--- src/rtl/rx_iq_intf_mc_if.sv ---
// Sample bus between the receive front-end, the shared I/Q FIFO and the OFDM receiver.
// Valid-only: no ready exists; a word transfers on every rising edge where its valid is high.
interface rx_iq_intf_mc_if #(
  parameter int W = 64
);
  logic [W-1:0] iq_in;
  logic         iq_in_valid;
  logic [W-1:0] iq_out;
  logic         iq_out_valid;

  modport master (
    output iq_in,
    output iq_in_valid,
    input  iq_out,
    input  iq_out_valid
  );

  modport slave (
    input  iq_in,
    input  iq_in_valid,
    output iq_out,
    output iq_out_valid
  );
endinterface

--- src/rtl/rx_iq_intf_mc.sv ---
// Multi-channel I/Q receive FIFO with watermark-paced, run-time-programmable read-out rate.
// Define RX_IQ_STATS_EN to build the saturating overflow/underflow counters.
module rx_iq_intf_mc #(
  parameter int IQ_DATA_WIDTH   = 16,
  parameter int NUM_CH          = 2,
  parameter int FIFO_DEPTH_LOG2 = 5,
  parameter int CNT_WIDTH       = 8
) (
  input  logic                       clk,
  input  logic                       rstn,
  rx_iq_intf_mc_if.slave             bus,
  input  logic                       fifo_in_en,
  input  logic                       fifo_out_en,
  input  logic                       bypass_rate,
  input  logic [CNT_WIDTH-1:0]       clk_per_sample_m1,
  input  logic                       frac_mode,
  input  logic [FIFO_DEPTH_LOG2:0]   low_wm,
  input  logic [FIFO_DEPTH_LOG2:0]   high_wm,
  input  logic                       valid_delay_sel,
  input  logic                       cnt_clr,
  output logic                       fifo_emptyn,
  output logic [FIFO_DEPTH_LOG2:0]   fifo_level,
  output logic [15:0]                ovf_cnt,
  output logic [15:0]                udf_cnt
);
  localparam int W     = NUM_CH * 2 * IQ_DATA_WIDTH;
  localparam int DEPTH = 1 << FIFO_DEPTH_LOG2;
  localparam int LW    = FIFO_DEPTH_LOG2 + 1;
  localparam int PW    = FIFO_DEPTH_LOG2;

  logic [W-1:0]         mem [DEPTH];
  logic [PW-1:0]        wr_ptr, rd_ptr;
  logic [LW-1:0]        level, level_nxt;
  logic                 emptyn_q;
  logic                 empty, full;
  logic                 wren, rden, wr_ok;
  logic                 ovf_ev, udf_ev;

  logic [CNT_WIDTH-1:0] cnt, top, top_calc, period_top;
  logic [CNT_WIDTH-1:0] n_inc, n_dec;
  logic                 phase, tick;

  logic [W-1:0]         d1, d2;
  logic                 v1, v2;

  assign empty  = (level == '0);
  assign full   = (level == LW'(DEPTH));
  assign tick   = (cnt == '0);
  assign wren   = bus.iq_in_valid & fifo_in_en;
  assign rden   = (tick | bypass_rate) & ~empty & fifo_out_en;
  // A full FIFO still accepts a write when a pop frees a slot in the same cycle.
  assign wr_ok  = wren & (~full | rden);
  assign ovf_ev = wren & ~wr_ok;
  assign udf_ev = tick & fifo_out_en & empty & ~bypass_rate;

  always_comb begin
    level_nxt = level;
    case ({wr_ok, rden})
      2'b10:   level_nxt = level + LW'(1);
      2'b01:   level_nxt = level - LW'(1);
      default: level_nxt = level;
    endcase
  end

  always_ff @(posedge clk) begin
    if (rstn && wr_ok) mem[wr_ptr] <= bus.iq_in;
  end

  always_ff @(posedge clk) begin
    if (!rstn) begin
      wr_ptr   <= '0;
      rd_ptr   <= '0;
      level    <= '0;
      emptyn_q <= 1'b0;
    end else begin
      if (wr_ok) wr_ptr <= wr_ptr + PW'(1);
      if (rden)  rd_ptr <= rd_ptr + PW'(1);
      level    <= level_nxt;
      emptyn_q <= (level_nxt != '0);
    end
  end

  assign fifo_level  = level;
  assign fifo_emptyn = emptyn_q;

  // Period selection: fill below low_wm slows reads, above high_wm speeds them up.
  always_comb begin
    n_inc    = (clk_per_sample_m1 == '1) ? clk_per_sample_m1 : clk_per_sample_m1 + CNT_WIDTH'(1);
    n_dec    = (clk_per_sample_m1 == '0) ? '0 : clk_per_sample_m1 - CNT_WIDTH'(1);
    top_calc = clk_per_sample_m1;
    if (level < low_wm)       top_calc = n_inc;
    else if (level < high_wm) top_calc = (frac_mode && phase) ? n_inc : clk_per_sample_m1;
    else                      top_calc = frac_mode ? clk_per_sample_m1 : n_dec;
  end

  // Each tick chooses the length of the period it starts, so the wrap compare uses the fresh top.
  assign period_top = tick ? top_calc : top;

  always_ff @(posedge clk) begin
    if (!rstn) begin
      cnt   <= '0;
      top   <= clk_per_sample_m1;
      phase <= 1'b0;
    end else begin
      cnt <= (cnt >= period_top) ? '0 : cnt + CNT_WIDTH'(1);
      if (tick) begin
        top   <= top_calc;
        phase <= ~phase;
      end
    end
  end

  always_ff @(posedge clk) begin
    if (!rstn) begin
      d1 <= '0;
      v1 <= 1'b0;
      d2 <= '0;
      v2 <= 1'b0;
    end else begin
      v1 <= rden;
      if (rden) d1 <= mem[rd_ptr];
      v2 <= v1;
      if (v1) d2 <= d1;
    end
  end

  assign bus.iq_out       = valid_delay_sel ? d2 : d1;
  assign bus.iq_out_valid = valid_delay_sel ? v2 : v1;

`ifdef RX_IQ_STATS_EN
  logic [15:0] ovf_q, udf_q;

  always_ff @(posedge clk) begin
    if (!rstn) begin
      ovf_q <= '0;
      udf_q <= '0;
    end else begin
      if (cnt_clr)                         ovf_q <= '0;
      else if (ovf_ev && ovf_q != 16'hFFFF) ovf_q <= ovf_q + 16'd1;
      if (cnt_clr)                         udf_q <= '0;
      else if (udf_ev && udf_q != 16'hFFFF) udf_q <= udf_q + 16'd1;
    end
  end

  assign ovf_cnt = ovf_q;
  assign udf_cnt = udf_q;
`else
  logic unused_stats;
  assign unused_stats = ^{cnt_clr, ovf_ev, udf_ev};
  assign ovf_cnt = '0;
  assign udf_cnt = '0;
`endif

endmodule

--- src/flat_wrapper.sv ---
// flat-port wrapper written by rule: the top's interface ports become plain ports
module rx_iq_intf_mc_flat 
#(
  parameter int IQ_DATA_WIDTH   = 16,
  parameter int NUM_CH          = 2,
  parameter int FIFO_DEPTH_LOG2 = 5,
  parameter int CNT_WIDTH       = 8
)
  (clk, rstn, fifo_in_en, fifo_out_en, bypass_rate, clk_per_sample_m1, frac_mode, low_wm, high_wm, valid_delay_sel, cnt_clr, fifo_emptyn, fifo_level, ovf_cnt, udf_cnt, bus_iq_in, bus_iq_in_valid, bus_iq_out, bus_iq_out_valid);
  rx_iq_intf_mc_if #(.W(((2) * 2 * (16)))) bus_i ();
  input  logic clk;
  input  logic rstn;
  input  logic fifo_in_en;
  input  logic fifo_out_en;
  input  logic bypass_rate;
  input  logic [CNT_WIDTH-1:0] clk_per_sample_m1;
  input  logic frac_mode;
  input  logic [FIFO_DEPTH_LOG2:0] low_wm;
  input  logic [FIFO_DEPTH_LOG2:0] high_wm;
  input  logic valid_delay_sel;
  input  logic cnt_clr;
  output logic fifo_emptyn;
  output logic [FIFO_DEPTH_LOG2:0] fifo_level;
  output logic [15:0] ovf_cnt;
  output logic [15:0] udf_cnt;
  input wire logic [$bits(bus_i.iq_in)-1:0] bus_iq_in;
  input wire logic [$bits(bus_i.iq_in_valid)-1:0] bus_iq_in_valid;
  output wire logic [$bits(bus_i.iq_out)-1:0] bus_iq_out;
  output wire logic [$bits(bus_i.iq_out_valid)-1:0] bus_iq_out_valid;
  assign bus_i.iq_in = bus_iq_in;
  assign bus_i.iq_in_valid = bus_iq_in_valid;
  assign bus_iq_out = bus_i.iq_out;
  assign bus_iq_out_valid = bus_i.iq_out_valid;
  rx_iq_intf_mc #(.IQ_DATA_WIDTH(IQ_DATA_WIDTH), .NUM_CH(NUM_CH), .FIFO_DEPTH_LOG2(FIFO_DEPTH_LOG2), .CNT_WIDTH(CNT_WIDTH)) u_core (.clk(clk), .rstn(rstn), .bus(bus_i), .fifo_in_en(fifo_in_en), .fifo_out_en(fifo_out_en), .bypass_rate(bypass_rate), .clk_per_sample_m1(clk_per_sample_m1), .frac_mode(frac_mode), .low_wm(low_wm), .high_wm(high_wm), .valid_delay_sel(valid_delay_sel), .cnt_clr(cnt_clr), .fifo_emptyn(fifo_emptyn), .fifo_level(fifo_level), .ovf_cnt(ovf_cnt), .udf_cnt(udf_cnt));
endmodule
--- config.mk ---
export PLATFORM = sky130hd
export DESIGN_NAME = rx_iq_intf_mc_flat
export DESIGN_NICKNAME = d
export VERILOG_FILES = /design/src/rtl/rx_iq_intf_mc_if.sv /design/src/rtl/rx_iq_intf_mc.sv /design/src/flat_wrapper.sv
export SDC_FILE = /design/constraint.sdc
export NUM_CORES = 2
export LEC_CHECK = 0
export BUFFER_PORTS_ARGS = -buffer_cell sky130_fd_sc_hd__buf_2
export CAP_MARGIN = 20
export CORE_UTILIZATION = 60
export CTS_BUF_LIST = sky130_fd_sc_hd__clkbuf_8
export CTS_CLUSTER_DIAMETER = 30
export CTS_CLUSTER_SIZE = 20
export DETAILED_ROUTE_END_ITERATION = 16
export PLACE_DENSITY = 0.77
export SYNTH_ARGS = -nofsm -noshare
export SYNTH_HDL_FRONTEND = slang
export SYNTH_SLANG_ARGS = --single-unit
--- constraint.sdc ---
create_clock -name clk -period 6.2 [get_ports clk]
set_input_delay 0.62 -clock clk [delete_from_list [all_inputs] [get_ports clk]]
set_output_delay 0.62 -clock clk [all_outputs]
set_load 0.1 [all_outputs]
==> flow_metrics.tcl <==
set metrics [dict create \
    status "finished, final reports clean" \
    grt_pass1_vias 43000 \
    portBuffers 163 \
    numCtsBuffers 392 \
    die_area_mm2 0.145 \
    crit_chain "inv_1, ha_1, nor4bb_1, a22oi_1, a31oi_2, nand3_1, nor2_4, buf_12" \
    crit_arrival_ns 5.08 \
    path_class "register to register" \
    gp_congestion 0.819 \
    finalSetupTns_ns 0 \
    maxSlewHeadroom 0.198 \
    path_clk_slew_ns 0.06 \
    path_delay_family "simple AND/OR/NAND/NOR gates" \
    die_height_um 380 \
    startpoint_type "register" \
    period_minus_slack_ns 4.44 \
    hpwlAfterDp_um 100000 \
    io_pins 197 \
    leakage_nw 30.9 \
    grt_max_degree 118 \
    max-vdd-ir-drop_uv 459 \
    cts_tree "yes" \
    fmax_mhz 225 \
    ys_async_sr_fraction 0 \
    firstDrtPassIters 5 \
    critPathSlowestCell "nor2_4" \
    synth_cells 3960 \
    synth_seq_cells 2212 \
    period_share 0.716 \
    drv_cap 0 \
    postCtsSetupRepairBufs 0 \
    power.density_mw_per_mm2 370 \
    viasPerCell 6.44 \
    setup_viol 0 \
    initial_utilization 0.606 \
    max_stage_delay_ns 0.98 \
    cts.htree.levels 5 \
    final_core_util 0.691 \
    drc 0 \
    antenna_found_initial 15 \
    endpoint_kind "register" \
    die_width_um 380 \
    nNetsFinal 4534 \
    clkLatencyLatePin_ns 1.05 \
    holdPathStages 1 \
    crit_required_ns 6.84 \
    drv_slew 0 \
    rsz0062_at_grt "no" \
    gr-total-overflow 0 \
    power.total_mw 36.3 \
    synthesis.area_mm2 0.0859 \
    worst_r2r_path_depth 8 \
    areaGrowthSynthToFinish_pct 14.1 \
    cts-root-buf "clkbuf_8" \
    fp-row-count 138 \
    synth_edf_count 2048 \
    netlist.top_cell.by_area "edfxtp_1" \
    yosysSeqAreaShare 0.754 \
    hold_viol_final 0 \
    tightest_slew_ns 1.20 \
    ctsResizeCount 0 \
    grt.total_usage 0.270 \
    ant_nets 0 \
    layout-drive-gt1-share 0.340 \
    syn_avg_cell_area_um2 21.7 \
    synthTopCellsByArea "edfxtp_1 72%, mux4_2 16%, dfxtp_1 3.8%" \
    clock_path_buffers 4 \
    crit_cells 8 \
    synth_cell_types 71 \
    hold_buffers 16 \
    path_buf_inv 2 \
    path_max_fanout 41 \
    first_iter_violations 4978 \
    synth_top_area_frac 0.716 \
    synth_warnings 0 \
    hp-class "input pin to register" \
    cts_sinks 2212 \
    via_count 42600 \
    wl_um 194000 \
    synth_flop_cell "edfxtp_1" \
    grt_first_pass_wirelength_um 284000 \
    fin_skew_ns 0.107 \
    avgRoutedWirePerCell_um 29.3 \
    fp.coreArea_mm2 0.142 \
]
## flip-flops by register name (all words and copies together), names as in the netlist, 5 cells and up
| register | flops |
|---|---|
| u_core.mem | 2048 |
| u_core.d1 | 64 |
| u_core.d2 | 64 |
| u_core.cnt | 8 |
| u_core.top | 8 |
| u_core.fifo_level | 6 |
| u_core.rd_ptr | 5 |
| u_core.wr_ptr | 5 |
## cells by family after synthesis
logic type,after synthesis,share of synthesized area
compound gates,285,0.0196
fa+ha+maj,33,0.00489
buf+inv,278,0.0156
simple gates,283,0.0159
flops,2212,0.754
other cells,1,0.0000437
mux,846,0.188
xor+xnor,22,0.00224
## cells in the mapped netlist, drive strengths merged, types with 2 or more instances
cell	number
nand2b	5
nor3	8
mux2	69
and2	6
o21a	7
o31ai	2
mux4	605
nand3b	3
xor2	12
a2111oi	2
or3	3
o21ai	86
o311ai	2
o21bai	2
or3b	2
xnor2	10
nand3	20
nor2	149
a31oi	4
inv	24
mux2i	172
o211ai	2
and3	7
nand4	7
a22o	2
ha	32
or4	3
clkbuf	114
a21oi	117
nand2	24
edfxtp	2048
nor4	4
o221ai	2
or2	3
o22a	2
dfxtp	164
buf	140
a31o	3
a21o	3
nor2b	35
a22oi	3
a211o	2
a211oi	37
## where the power goes
part	leakage (nW)	total, mW	switching, mW	internal [mW]
clock network	4.37	14.3	6.35	7.99
registers	19.8	16.9	0.298	16.6
logic	6.75	5.10	3.09	2.00
total	30.9	36.3	9.74	26.6
## placed cells by master, fill, tap and decap left out, types with 34 or more instances in the layout
cell type	count
a211oi_1	37
a21oi_1	117
buf_2	161
buf_4	67
bufinv_16	41
clkbuf_8	401
clkinv_1	44
clkinv_2	44
clkinv_4	36
clkinvlp_4	41
dfxtp_1	158
edfxtp_1	2048
inv_1	69
inv_6	39
mux2_2	69
mux2i_1	172
mux4_2	605
nor2_1	115
nor2_4	34
nor2b_1	35
o21ai_0	82
## per-stage QoR
stage / std cells / area [um2] / setup WS, ns / hold slack, ns
floorplan: 3991 / 86000 / 0.787 / 0.426
global placement: 5888 / 89400 / 1.71 / 0.449
detailed placement: 5888 / 89400 / 1.62 / 0.449
CTS: 6611 / 98000 / 1.83 / 0.00129
global route: 6617 / 98000 / 1.61 / 0.0536
finish: 6620 / 98000 / 1.76 / 0.0865
## layer usage
metal	GRT usage	vias up	wire [um]
met1	0.374	22300	74400
met3	0.0553	384	17800
li1	-	17500	-
met2	0.438	2459	96700
met4	0.0815	2	4880
met5	0	-	7
## worst paths after layout
kind	endpoint	from	slack, ns
max	u_core.mem[14][46]	u_core.cnt[0]	1.76
min	u_core.mem[31][22]	bus_iq_in[22]	0.09
max reg2reg	u_core.mem[14][46]	u_core.cnt[0]	1.76
min reg2reg	u_core.cnt[0]	u_core.cnt[0]	0.46
## layout make-up
| type | count | area, um2 |
|---|---|---|
| Antenna cell | 9 | 22.5 |
| Inverter | 24 | 92.6 |
| Fill cell | 8174 | 43700 |
| Timing Repair Buffer | 277 | 2130 |
| Clock buffer | 401 | 5520 |
| Sequential cell | 2212 | 64800 |
| Tap cell | 1890 | 2360 |
| Clock inverter | 306 | 2940 |
| Multi-Input combinational cell | 1501 | 20100 |
(Power assumes the default switching activity.)
